File: config.mk
export PLATFORM = sky130hd
export DESIGN_NAME = acq_sequencer
export DESIGN_NICKNAME = d
export VERILOG_FILES = /design/src/rtl/acq_sequencer.sv
export SDC_FILE = /design/constraint.sdc
export NUM_CORES = 1
export LEC_CHECK = 0
export ABC_AREA = 0
export BUFFER_PORTS_ARGS = -buffer_cell sky130_fd_sc_hd__buf_2
export CELL_PAD_IN_SITES_DETAIL_PLACEMENT = 0
export CELL_PAD_IN_SITES_GLOBAL_PLACEMENT = 1
export CORE_MARGIN = 3
export CORE_UTILIZATION = 45
export CTS_CLUSTER_SIZE = 40
export DETAILED_ROUTE_END_ITERATION = 12
export MAX_ROUTING_LAYER = met4
export PLACE_DENSITY_LB_ADDON = 0.2
export SETUP_SLACK_MARGIN = 0.15
export SKIP_LAST_GASP = 1
export SYNTH_ARGS = -nofsm -noshare
export SYNTH_HDL_FRONTEND = slang
export SYNTH_SLANG_ARGS = --single-unit
File: constraint.sdc
create_clock -name clk -period 5.6 [get_ports clk]
set_input_delay 1.68 -clock clk [delete_from_list [all_inputs] [get_ports clk]]
set_output_delay 1.68 -clock clk [all_outputs]
set_load 0.01 [all_outputs]
File: src/rtl/acq_sequencer.sv
// Acquisition sequencer: generator hop (outer), repetition (middle) and sample (inner) loops,
// with hop handshake, ADC capture window, progress pulses and a sticky error code.
module acq_sequencer #(
  parameter int CNT_W       = 24,
  parameter int SETTLE_CYC  = 16,
  parameter int HOP_TIMEOUT = 1024
) (
  input  logic             clk,
  input  logic             rst_n,
  input  logic             cpu_trig,
  input  logic             abort_i,
  input  logic [CNT_W-1:0] repetitions,
  input  logic [CNT_W-1:0] samples,
  input  logic [CNT_W-1:0] generator_hops,
  input  logic             gen_ready_i,
  input  logic             adc_valid_i,
  output logic             gen_hop_o,
  output logic [CNT_W-1:0] hop_idx_o,
  output logic [CNT_W-1:0] rep_idx_o,
  output logic             sample_en_o,
  output logic             rep_done_o,
  output logic             busy_o,
  output logic             done_o,
  output logic [1:0]       err_o,
  output logic [7:0]       led_o
);

  typedef enum logic [3:0] {
    S_IDLE     = 4'd0,
    S_HOP_REQ  = 4'd1,
    S_HOP_WAIT = 4'd2,
    S_SETTLE   = 4'd3,
    S_CAPTURE  = 4'd4,
    S_GAP      = 4'd5,
    S_DONE     = 4'd6
  } state_t;

  localparam int TMR_W = $clog2(HOP_TIMEOUT + SETTLE_CYC + 1);

  localparam logic [1:0] ERR_NONE  = 2'b00;
  localparam logic [1:0] ERR_ZERO  = 2'b01;
  localparam logic [1:0] ERR_TMO   = 2'b10;
  localparam logic [1:0] ERR_ABORT = 2'b11;

  state_t           state, state_next;
  logic [1:0]       err_q, err_next;
  logic [TMR_W-1:0] tmr;
  logic [CNT_W-1:0] lat_r, lat_s, lat_h;
  logic [CNT_W-1:0] samp_cnt, hop_idx, rep_idx;
  logic             rep_done_q;
  logic             cfg_zero, cap_last;

  assign cfg_zero = (repetitions == '0) || (samples == '0) || (generator_hops == '0);
  // Latched S is never zero while running, so S-1 cannot underflow.
  assign cap_last = (state == S_CAPTURE) && adc_valid_i && (samp_cnt == lat_s - CNT_W'(1));

  always_comb begin
    state_next = state;
    err_next   = err_q;
    case (state)
      S_IDLE: begin
        if (cpu_trig) begin
          if (cfg_zero) begin
            err_next = ERR_ZERO;
          end else begin
            err_next   = ERR_NONE;
            state_next = S_HOP_REQ;
          end
        end
      end
      S_HOP_REQ:  state_next = S_HOP_WAIT;
      S_HOP_WAIT: begin
        // Timer starts at 0 on the first wait cycle; idle lands HOP_TIMEOUT cycles after the request.
        if (gen_ready_i) begin
          state_next = S_SETTLE;
        end else if (tmr == TMR_W'(HOP_TIMEOUT - 2)) begin
          state_next = S_IDLE;
          err_next   = ERR_TMO;
        end
      end
      S_SETTLE: begin
        if (tmr == TMR_W'(SETTLE_CYC - 1)) state_next = S_CAPTURE;
      end
      S_CAPTURE: begin
        if (cap_last) begin
          if (rep_idx != lat_r - CNT_W'(1))      state_next = S_GAP;
          else if (hop_idx != lat_h - CNT_W'(1)) state_next = S_HOP_REQ;
          else                                   state_next = S_DONE;
        end
      end
      S_GAP:   state_next = S_CAPTURE;
      S_DONE:  state_next = S_IDLE;
      default: state_next = S_IDLE;
    endcase
    if (abort_i && (state != S_IDLE)) begin
      state_next = S_IDLE;
      err_next   = ERR_ABORT;
    end
  end

  always_ff @(posedge clk or negedge rst_n) begin
    if (!rst_n) begin
      state      <= S_IDLE;
      err_q      <= ERR_NONE;
      tmr        <= '0;
      lat_r      <= '0;
      lat_s      <= '0;
      lat_h      <= '0;
      samp_cnt   <= '0;
      hop_idx    <= '0;
      rep_idx    <= '0;
      rep_done_q <= 1'b0;
    end else begin
      state      <= state_next;
      err_q      <= err_next;
      rep_done_q <= cap_last && !abort_i;

      if (state_next != state)
        tmr <= '0;
      else if ((state == S_HOP_WAIT) || (state == S_SETTLE))
        tmr <= tmr + TMR_W'(1);

      if ((state == S_IDLE) && cpu_trig) begin
        lat_r <= repetitions;
        lat_s <= samples;
        lat_h <= generator_hops;
      end

      if (state_next != S_CAPTURE)
        samp_cnt <= '0;
      else if ((state == S_CAPTURE) && adc_valid_i)
        samp_cnt <= samp_cnt + CNT_W'(1);

      if ((state == S_IDLE) && (state_next == S_HOP_REQ)) begin
        hop_idx <= '0;
        rep_idx <= '0;
      end else if ((state == S_CAPTURE) && (state_next == S_GAP)) begin
        rep_idx <= rep_idx + CNT_W'(1);
      end else if ((state == S_CAPTURE) && (state_next == S_HOP_REQ)) begin
        hop_idx <= hop_idx + CNT_W'(1);
        rep_idx <= '0;
      end
    end
  end

  assign gen_hop_o   = (state == S_HOP_REQ);
  assign sample_en_o = (state == S_CAPTURE);
  assign busy_o      = (state != S_IDLE);
  assign done_o      = (state == S_DONE);
  assign rep_done_o  = rep_done_q;
  assign err_o       = err_q;
  assign hop_idx_o   = hop_idx;
  assign rep_idx_o   = rep_idx;
  assign led_o       = {busy_o, sample_en_o, err_q, 4'(state)};

endmodule

After elaboration in Yosys (flattened, before gate mapping)
Cells that the tools add are included.

Eq/ne operators: 19. Add/subtract/negate cells: 7. Reductions and logical operators: 24. Multiplexer cells: 26.

Operators by type and width (number): 24-bit 2-to-1 mux (8); 24-bit by 1-bit adder with 24-bit output (second input constant) (3); 24-bit zero test (3); 24-bit by 1-bit subtractor with 24-bit output (second input constant) (3); 24-bit != test (2); 4-bit 2-to-1 mux (7); 24-bit equality test (1); 4-bit one-hot mux with 6 select lines (1); 11-bit 2-to-1 mux (2); 4-bit by 3-bit equality test with 1-bit output (second input constant) (4); 11-bit by 1-bit adder with 11-bit output (second input constant) (1); 11-bit by 10-bit equality test with 1-bit output (second input constant) (1); 11-bit by 4-bit equality test with 1-bit output (second input constant) (1); 3-bit != test (second input constant) (3); 4-bit by 1-bit equality test with 1-bit output (second input constant) (2); 4-bit by 2-bit equality test with 1-bit output (second input constant) (2); 1-bit logical AND (8); 2-bit 2-to-1 mux (4); 3-bit 2-to-1 mux (2); 2-bit nonzero test (3); 3-bit nonzero test (2); 4-bit zero test (1); 4-bit by 3-bit != test with 1-bit output (second input constant) (1); 4-bit != test (1); 8 further kinds (10).

Output and inout port bits: 63. Bits in registers: 162. Logic and storage cells: 86. Input port bits: 78.

Logic depth before layout (Yosys ltp)
Gate-level depths: netlist (run 1).

Word-level depth: 12. Mapped depth: 15. Mapped depth without buffers: 12.

Worst setup path after synthesis (run 1)
Ideal clock, no wire load.

Path kind: register to register. Start point: reg lat_s[0]. End point: reg hop_idx[21], in the netlist hop_idx_o[21]. Stages on the path, launching flop included: 14. Arrival time: 3924 ps. Period minus slack after synthesis: 4052 ps. Setup slack: 1548 ps. Setup time: 127 ps. Data required time: 5473 ps. Buffers on the path: 1. Cells stage by stage: dfrtp_1 inv_1 ha_1 nor3b_1 nand4_1 xnor2_1 or3_1 or4b_2 and4b_1 o2111ai_2 a21oi_2 buf_4 nand3_1 mux2_1.

Word-level cells in the longest chain between the ends: 10. Elaborated cells between the ends (all ways): 15. Classes of those cells: add/sub (1); eq/ne (4); mux (4); reduce/logical (6).

Ends and longest elaborated chain: from (decl) (line 48) `logic [CNT_W-1:0] lat_r, lat_s, lat_h;`; from (signal assigned) (line 125) `lat_s <= samples;`; 24-bit by 1-bit subtractor with 24-bit output (*) (line 55) `assign cap_last = (state == S_CAPTURE) && adc_valid_i && (samp_cnt == lat_s - CNT_W'(1));`; 24-bit equality test (*) (line 55); 1-bit logical AND (*) (line 55); 4-bit 2-to-1 mux (*) (line 85) `if (cap_last) begin`; 4-bit one-hot mux with 6 select lines (*) (line 60) `case (state)`; 4-bit 2-to-1 mux (*) (line 95) `if (abort_i && (state != S_IDLE)) begin`; 4-bit by 1-bit equality test with 1-bit output or 4-bit by 3-bit equality test with 1-bit output (tied branches) (line 134, 139, 137); 1-bit logical AND (on tied branches) (line 134, 137, 139); 2-bit != test (no line) or 2-bit nonzero test (tied branches); 2-bit AND reduction (no line); to (signal assigned) (line 140) `hop_idx <= hop_idx + CNT_W'(1);`; to (decl) (line 49) `logic [CNT_W-1:0] samp_cnt, hop_idx, rep_idx;`.

Every way passes the cells marked *; elsewhere a longest branch is shown, timed or not. A chain may end at the register's enable or synchronous reset.

Worst setup path in the final report (run 1)
Start point: reg lat_s[0]. End point: reg rep_idx[21], in the netlist rep_idx_o[21].

Word-level cells in the longest chain between the ends: 10. Elaborated cells between the ends (all ways): 14. Classes of those cells: add/sub (1); eq/ne (3); mux (5); reduce/logical (5).

Ends and longest elaborated chain: 24-bit by 1-bit subtractor with 24-bit output (*) (line 55); 24-bit equality test (*) (line 55); 1-bit logical AND (*) (line 55); 4-bit 2-to-1 mux (*) (line 85); 4-bit one-hot mux with 6 select lines (*) (line 60); 4-bit 2-to-1 mux (*) (line 95); 4-bit by 3-bit equality test with 1-bit output (line 137) `end else if ((state == S_CAPTURE) && (state_next == S_GAP)) begin`; 1-bit logical AND (line 137); 24-bit 2-to-1 mux (line 137); 24-bit 2-to-1 mux (line 134) `if ((state == S_IDLE) && (state_next == S_HOP_REQ)) begin`; to (signal assigned) (line 138) `rep_idx <= rep_idx + CNT_W'(1);`; to (decl) (line 49).

Marks and branches as above.

==> impl_metrics.toml, run 1 <==
[floorplan]
core_area_sq_mm = 0.0228
io_pins = 141
num_rows = 55
initial_utilization = 0.463
die-area_sq_mm = 0.0254
die_height_microns = 159
die_w_microns = 159

[timing]
hold_violations = 0
slew_viol_final = 0
setup_viol = 0
worst-slew-pin-transition_ps = 1020
grt_setup_unrepaired = "no"
period_share = 0.865
slew_headroom = 0.311
timing.setup.tns_ps = 0
clock.fmax_mhz = 206
clock-skew-final_ps = 15.9
final.min_clock_period_ps = 4850

[placement]
hpwl_microns = 21300
numPortBuffers = 140
gp_congestion = 0.886

[critical_path]
crit_path_max_fanout = 24
worstPathRequired_ps = 5910
reg2reg_from = "lat_s[0]"
path_class = "flip-flop to flip-flop"
rrSetupSlack_ps = 750
end_kind = "flip-flop"
r2r-end = "rep_idx_o[21]"
crit_arrival_ps = 5160
r2r_cells = 12
worst_setup_path_start_kind = "flip-flop"
cp_slowest_cell = "nor3b_1"
slowest_delay_ps = 840
worstPathCellList = "inv_1, ha_1, nor3b_1, nand4_1, xnor2_1, or4b_1, nor4_1, nand4b_1, o31ai_4, a21o_1, nor3_1, a211o_1"

[detailed_routing]
routed.top_layer = "met4"
vias = 9056
drtAntennaViolNets = 0
drt-total-wl_microns = 28700
drt_iter0_drc = 603
dr_wl_met2_microns = 13100
drt-met1-wl_microns = 14000
avgViaCountPerCell = 5.72
dr.pass1.iters = 5
drc = 0
wl_per_cell_microns = 18.2
routed-wl-met3_microns = 1110

[clock_network]
numCtsBuffers = 17
tritoncts = "built"
cts_max_level = 4
holdBufCountCts = 0
post_cts_resized = 0
clk_pin_slew_ps = 70
root_buffer = "clkbuf_16"
cts_sinks = 162
post_cts_buffers = 0
clock_path_buffers = 2
insertion_delay_ps = 440

[yosys]
netlist_top_cells_area = "dfrtp_1 (38%), mux2_2 (8.0%), xnor2_1 (6.0%), xor2_1 (5.5%), nor2_1 (4.1%)"
synth_seq_area_share = 0.383
netlist.area_leader.share = 0.383
synth-async-reset-ratio = 1.00
syn_inst = 1130
ys_warn_count = 0
ys.flop_type = "dfrtp_1"
yosysTopAreaCell = "dfrtp_1"
synth_area_sq_mm = 0.0106
synth_area_per_cell_sq_um = 9.36
synth_seq_cells = 162
synth_edf_count = 0
synth_nets = 1216
synth.distinct_cells = 90

[power]
internal-power_mw = 2.28
vdd_drop_max_uv = 175
p_sw_mw = 0.985
combPwrFrac = 0.182
leakage_nw = 5.13
cellPowerDensity_mw_per_mm2 = 268
power.share.clock = 0.380
seqPwrFrac = 0.437
swShare = 0.301

[final_layout]
nets = 1342
layout_common_cells = "dfrtp_1 (162), buf_2 (139), nor2_1 (116)"
insertedDiodeCount = 0
final_common_cell = "dfrtp_1"
drive_above_1_share = 0.232
syn_to_final_growth_pct = 15.4
fin_util = 0.534

[global_routing]
antenna_found_initial = 0
grt_pass1_vias = 8805
grt_util_all_layers = 0.237
grt_max_degree = 93
grt_overflow_total = 0
grt_pass1_wl_microns = 48100

[worst_hold_path]
min_from = "err_o[1]"
min_path_cells = 1
hold_path.class = "flip-flop to flip-flop"
holdPathEnd = "err_o[1]"

[run]
maxCapViolCount = 0

[status]
status = "finished, final reports clean"
layer usage:
metal,GRT usage,vias to the layer above
met2,0.360,189
met3,0.0310,30
met4,0.0653,0
met5,-,-
met1,0.335,4438
li1,-,4399
stage by stage:
step / hold WS (ps) / instances / cell area [sq um] / power [mW] / setup slack, ps
final: 504 / 1582 / 12200 / 3.27 / 754
after global routing: 555 / 1582 / 12200 / 3.44 / 239
after CTS: 510 / 1582 / 12200 / 3.29 / 743
after detailed placement: 495 / 1550 / 11600 / 2.04 / 679
after global placement: 488 / 1550 / 11600 / 2.03 / 722
after floorplan: 500 / 1130 / 10600 / 1.84 / 1550
worst max path at each step:
stage               start             to  slack (ps)  cells after the start
6_report         lat_s[0]  rep_idx_o[21]         750                     12
4_1_cts          lat_s[0]   rep_idx_o[7]         740                     12
3_5_place_dp   samples[1]  rep_idx_o[14]         680                     12
3_3_place_gp   samples[1]  rep_idx_o[11]         720                     12
5_1_grt          lat_s[0]  rep_idx_o[21]         240                     12
2_1_floorplan    lat_s[0]  hop_idx_o[21]        1550                     13
area by class of cell:
type,instances,area (sq um)
Fill cell,2132,10600
Tap cell,313,392
Sequential cell,162,4050
Clock buffer,22,464
Timing Repair Buffer,154,825
Clock inverter,10,148
Multi-Input combinational cell,895,6220
Inverter,26,97.6
power groups by stage:
stage	clock [mW]	combinational [mW]	sequential (mW)
6_report	1.24	0.596	1.43
5_1_grt	1.32	0.668	1.45
4_1_cts	1.27	0.596	1.43
3_5_place_dp	0	0.592	1.45
3_3_place_gp	0	0.587	1.45
2_1_floorplan	0	0.461	1.38
cells in the mapped netlist (all sizes together), types with 8 or more instances:
library cell,instances
dfrtp,162
nor2,116
mux2,77
nand2,73
xnor2,73
xor2,66
nor4,49
nand3,47
o21ai,37
nor3,35
clkbuf,34
a21oi,33
nand4,30
and3,29
inv,26
or4,17
nor2b,16
a211oi,13
buf,13
nand2b,12
nand3b,11
nor3b,11
or3,11
a21o,9
ha,8
o211ai,8
cells by family after synthesis:
logic type                 share of synthesized area
and+or+nand+nor                                0.256
AOI/OAI and AO/OA                              0.119
DFF                                            0.383
xor gates and xnor gates                       0.115
muxes                                         0.0860
buffers and inverters                         0.0308
adders and majority gates                    0.00946
other                                       0.000355
registers in the layout, summed over array words and instances (netlist names):
signal,count
samp_cnt,24
tmr,11
lat_h,24
err_o,2
lat_r,24
rep_idx_o,24
hop_idx_o,24
rep_done_o,1
state,4
lat_s,24
critical path, delay by kind of cell, from the launching register on:
family | cells | cell delay (ps)
and+or+nand+nor | 6 | 2390
DFF | 1 | 440
adders and majority gates | 1 | 200
buffers and inverters | 1 | 80
AOI/OAI and AO/OA | 3 | 1420
xor gates and xnor gates | 1 | 180
No activity file was read; power rests on OpenSTA's default activity.
==> run 2, diff against run 1 <==
--- a/config.mk
+++ b/config.mk
@@ -15,6 +15,7 @@
 export DETAILED_ROUTE_END_ITERATION = 12
 export MAX_ROUTING_LAYER = met4
 export PLACE_DENSITY_LB_ADDON = 0.2
+export RECOVER_POWER = 50
 export SETUP_SLACK_MARGIN = 0.15
 export SKIP_LAST_GASP = 1
 export SYNTH_ARGS = -nofsm -noshare
==> constraint.sdc (replaced) <==
create_clock -name clk -period 5.6 [get_ports clk]
set_input_delay 0.56 -clock clk [delete_from_list [all_inputs] [get_ports clk]]
set_output_delay 0.56 -clock clk [all_outputs]
set_load 0.01 [all_outputs]
==> run 2 against run 1 <==
Die area stayed put. The run now ends with capacitance limit, slew limit left. First-iteration DRC count down 9.5%. Combinational power decreased by 0.8%. Largest cell class unchanged. Fmax down 3.3%. Via count fell by 0.75%. Wire length fell by 1.1%. Clock-buffer cell count down 5. Clock power hardly changed. Global-route usage decreased by 0.60 points. Cell area fell by 0.39%. Hold slack got worse by 140 ps. Register-to-register slack got worse by 170 ps.
==> impl_metrics.toml, run 2 (same netlist as run 1, synthesis figures left out) <==
[placement]
hpwl_microns = 21200
numPortBuffers = 140
gp_congestion = 0.890
placedCellCount = 1552

[critical_path]
path_class = "flip-flop to flip-flop"
worstPathRequired_ps = 5920
reg2reg_from = "lat_s[0]"
end_kind = "flip-flop"
worst_setup_path_start_kind = "flip-flop"
crit_path_max_fanout = 25
crit_path_start = "lat_s[0]"
crit_arrival_ps = 5330

[clock_network]
post_cts_resized = 0
cts_sinks = 162
cts_max_level = 4
holdBufCountCts = 0
numCtsBuffers = 17
tritoncts = "built"
clk_pin_slew_ps = 80
post_cts_buffers = 0
insertion_delay_ps = 440
clock_path_buffers = 2
root_buffer = "clkbuf_16"

[power]
cellPowerDensity_mw_per_mm2 = 268
leakage_nw = 5.00
vdd_drop_max_uv = 195

[timing]
slew_viol_final = 127
period_share = 0.895
grt_setup_unrepaired = "no"
hold_violations = 0
clock-skew-final_ps = 17.1
worst-slew-pin-transition_ps = 3570
slew_headroom = -1.38
holdWs_ps = 363
timing.setup.tns_ps = 0
clock.fmax_mhz = 200
setup_viol = 0
final.min_clock_period_ps = 5010

[worst_hold_path]
min_from = "samples[14]"
hold_path.class = "input pin to flip-flop"

[final_layout]
nets = 1344
multi_input_area_sq_mm = 0.00622
final.fill_count = 2193
regArea_sq_mm = 0.00405
final_common_cell = "dfrtp_1"
insertedDiodeCount = 0
layout_common_cells = "dfrtp_1 (162), nor2_1 (116), buf_2 (108)"
drive_above_1_share = 0.210
syn_to_final_growth_pct = 14.9
fin_cells = 1584

[detailed_routing]
drc = 0
vias = 8988
wl_per_cell_microns = 17.9
dr.pass1.iters = 5
drtAntennaViolNets = 0
avgViaCountPerCell = 5.67
drt-total-wl_microns = 28400
drt_iter0_drc = 546

[global_routing]
grt_util_all_layers = 0.231
grt_overflow_total = 0
grt_pass1_vias = 8585
antenna_found_initial = 0
grt_pass1_wl_microns = 46600
grt_max_degree = 74

[status]
violations = "capacitance limit, slew limit"
status = "finished with violations"

[floorplan]
die_height_microns = 159
die-area_sq_mm = 0.0254
initial_utilization = 0.463
core_area_sq_mm = 0.0228
num_rows = 55
io_pins = 141
die_w_microns = 159

[run]
maxCapViolCount = 2
-- run 2: stage by stage --
stage          utilization  worst slack, ps  cell area (sq um)  power, mW
2_1_floorplan            -             1550              10600       1.84
3_3_place_gp         0.507              798              11600       2.03
3_5_place_dp         0.507              628              11600       2.04
4_1_cts              0.534              625              12200       3.29
5_1_grt              0.532              228              12200       3.43
6_report             0.532              588              12200       3.26
-- run 2: path summary, 6_finish.rpt --
kind,to,slack (ps),cells past startpoint
min reg2reg,err_o[1],520,1
max reg2reg,rep_idx_o[19],590,12
min in group asynchronous,lat_h[4],1310,1
max,rep_idx_o[19],590,12
min,lat_s[14],360,2
max in group asynchronous,samp_cnt[16],1360,2
-- run 2: worst max-delay path, cell delays in order (launching register included) --
cell and delay [ps]:
dfrtp_1 440, inv_1 80, ha_1 190, nor3b_1 870, nand4_1 220, xnor2_1 190
or4b_1 510, nor4_1 270, nand4b_1 490, o31ai_4 510, a21o_1 710, nor3_1 120
a211o_1 250
-- run 2: cell type report --
class	count	area share
Clock inverter	15	0.0154
Timing Repair Buffer	156	0.0638
Sequential cell	162	0.334
Multi-Input combinational cell	895	0.512
Inverter	26	0.00803
Clock buffer	17	0.0350
Tap cell	313	0.0322
-- run 2: power by group --
part           internal [mW]  switching [mW]
sequential              1.27           0.161
combinational          0.282           0.308
clock                  0.679           0.561
total                   2.23            1.03
-- run 2: layer usage --
layer | wire (microns) | global-route usage | share of wire
met2 | 12700 | 0.346 | 0.45
met5 | 0 | - | 0
met4 | 512 | 0.0649 | 0.018
met1 | 14000 | 0.328 | 0.49
met3 | 1160 | 0.0333 | 0.041
==> run 3, diff against run 2 <==
--- a/config.mk
+++ b/config.mk
@@ -10,7 +10,7 @@
 export CELL_PAD_IN_SITES_DETAIL_PLACEMENT = 0
 export CELL_PAD_IN_SITES_GLOBAL_PLACEMENT = 1
 export CORE_MARGIN = 3
-export CORE_UTILIZATION = 45
+export CORE_UTILIZATION = 24
 export CTS_CLUSTER_SIZE = 40
 export DETAILED_ROUTE_END_ITERATION = 12
 export MAX_ROUTING_LAYER = met4
==> run 3 against run 2 <==
Wire length rose by 21%. Global-route usage fell by 7.7 points. Largest power group unchanged. Die area rose by 84%. Sequential share of layout area fell by 0.94 points. First-iteration DRC count fell by 17%. Sequential cell count did not move. Core utilization fell by 24 points. Final cell count rose by 17%. Combinational power rose by 2%. Cell area rose by 2.9%. The flow still finishes with violations (capacitance limit, slew limit).
==> impl_metrics.toml, run 3 (same netlist as run 1, synthesis figures left out) <==
[power]
power.share.clock = 0.374
seqPwrFrac = 0.440
internal-power_mw = 2.26
p_total_mw = 3.25
swShare = 0.304
cellPowerDensity_mw_per_mm2 = 260
vdd_drop_max_uv = 184
leakage_nw = 5.01
combPwrFrac = 0.185
p_sw_mw = 0.988

[timing]
grt_setup_unrepaired = "no"
final.min_clock_period_ps = 4660
slew_headroom = -1.96
setup_viol = 0
clock.fmax_mhz = 215
layout_setup_ws_ps = 944
hold_violations = 0
holdWs_ps = 351
timing.setup.tns_ps = 0
slew_viol_final = 76
clock-skew-final_ps = 19.1
period_share = 0.831
worst-slew-pin-transition_ps = 4440

[detailed_routing]
dr.pass1.iters = 5
wl_per_cell_microns = 18.6
avgViaCountPerCell = 4.89
drt_iter0_drc = 455
drc = 0
drtAntennaViolNets = 0
vias = 9090
drt-total-wl_microns = 34500

[global_routing]
grt_util_all_layers = 0.153
grt_pass1_wl_microns = 54100
grt_max_degree = 76
grt_pass1_vias = 8942
grt_overflow_total = 0
antenna_found_initial = 0

[status]
status = "finished with violations"
violations = "capacitance limit, slew limit"

[critical_path]
crit_path_max_fanout = 27
end_kind = "flip-flop"
crit_arrival_ps = 5000
worst_setup_path_start_kind = "flip-flop"
worstPathRequired_ps = 5940
path_class = "flip-flop to flip-flop"

[clock_network]
numCtsBuffers = 17
tritoncts = "built"
root_buffer = "clkbuf_16"
insertion_delay_ps = 450
clk_pin_slew_ps = 70
holdBufCountCts = 0
clock_path_buffers = 2
cts_max_level = 4
cts_sinks = 162
post_cts_resized = 0
post_cts_buffers = 0

[floorplan]
num_rows = 76
die-area_sq_mm = 0.0466
die_w_microns = 216
core_area_sq_mm = 0.0433
initial_utilization = 0.244
die_height_microns = 216
io_pins = 141

[final_layout]
layout_common_cells = "dfrtp_1 (162), nor2_1 (116), buf_2 (108)"
nets = 1347
final.fill_count = 4629
fin_cells = 1859
syn_to_final_growth_pct = 18.2
fin_util = 0.289
insertedDiodeCount = 0
final_common_cell = "dfrtp_1"
drive_above_1_share = 0.209
final_area_sq_mm = 0.0125

[placement]
pre_cts_ws_ps = 961
hpwl_microns = 26500
gp_congestion = 0.795
placedCellCount = 1827
numPortBuffers = 140
placedInstanceArea_sq_mm = 0.0120

[run]
maxCapViolCount = 1

[worst_hold_path]
hold_path.class = "input pin to flip-flop"
-- run 3: cell count changes in the layout (fill, tap and decap cells not counted) --
cell        before  now
o31ai_4          1    2
bufinv_16        2    3
inv_8            4    0
clkinv_2         0    4
clkbuf_2         2    0
inv_6            4    0
clkbuf_1        32   36
clkbuf_8         0    1
clkinvlp_4       3    2
o31ai_2          1    0
buf_4           14   19
clkinv_8         1    0
-- run 3: cell type report --
type | count | area, sq um | area share
multi-input cells | 895 | 6230 | 0.498
flip-flops and latches | 162 | 4050 | 0.324
repair buffers | 159 | 803 | 0.0642
well taps | 585 | 732 | 0.0585
clock buffers | 22 | 454 | 0.0363
clock inverters | 10 | 134 | 0.0107
inverters | 26 | 97.6 | 0.00780
-- run 3: worst paths after layout --
kind	start	end	slack [ps]	cells past startpoint
worst max register to register	lat_r[4]	rep_idx_o[9]	940	10
min in group asynchronous	rst_n	lat_h[20]	1680	1
worst max-delay path	lat_r[4]	rep_idx_o[9]	940	10
worst min-delay path	samples[5]	lat_s[5]	350	2
worst min register to register	lat_r[23]	lat_r[23]	540	1
max in group asynchronous	rst_n	rep_idx_o[2]	1420	1
-- run 3: worst max-delay path, stage by stage (launching register included) --
cell       delay, ps
dfrtp_1          470
or4_4            630
or4_1            500
a2111oi_1        620
o211ai_1         170
a2111oi_0        320
nand4b_1         150
o311ai_1         620
a21o_1           700
o21bai_1         160
a21o_1           200
-- run 3: routing by layer --
layer	GRT usage	routed length (microns)
met1	0.207	16700
met2	0.240	16500
met3	0.0265	1010
met4	0.0372	330
met5	-	0
-- run 3: power by group through the flow --
| stage | clock (mW) | sequential [mW] | combinational (mW) |
|---|---|---|---|
| after floorplan | 0 | 1.38 | 0.461 |
| after global placement | 0 | 1.45 | 0.607 |
| after detailed placement | 0 | 1.46 | 0.607 |
| after CTS | 1.26 | 1.43 | 0.611 |
| after global routing | 1.31 | 1.45 | 0.676 |
| final | 1.22 | 1.43 | 0.602 |
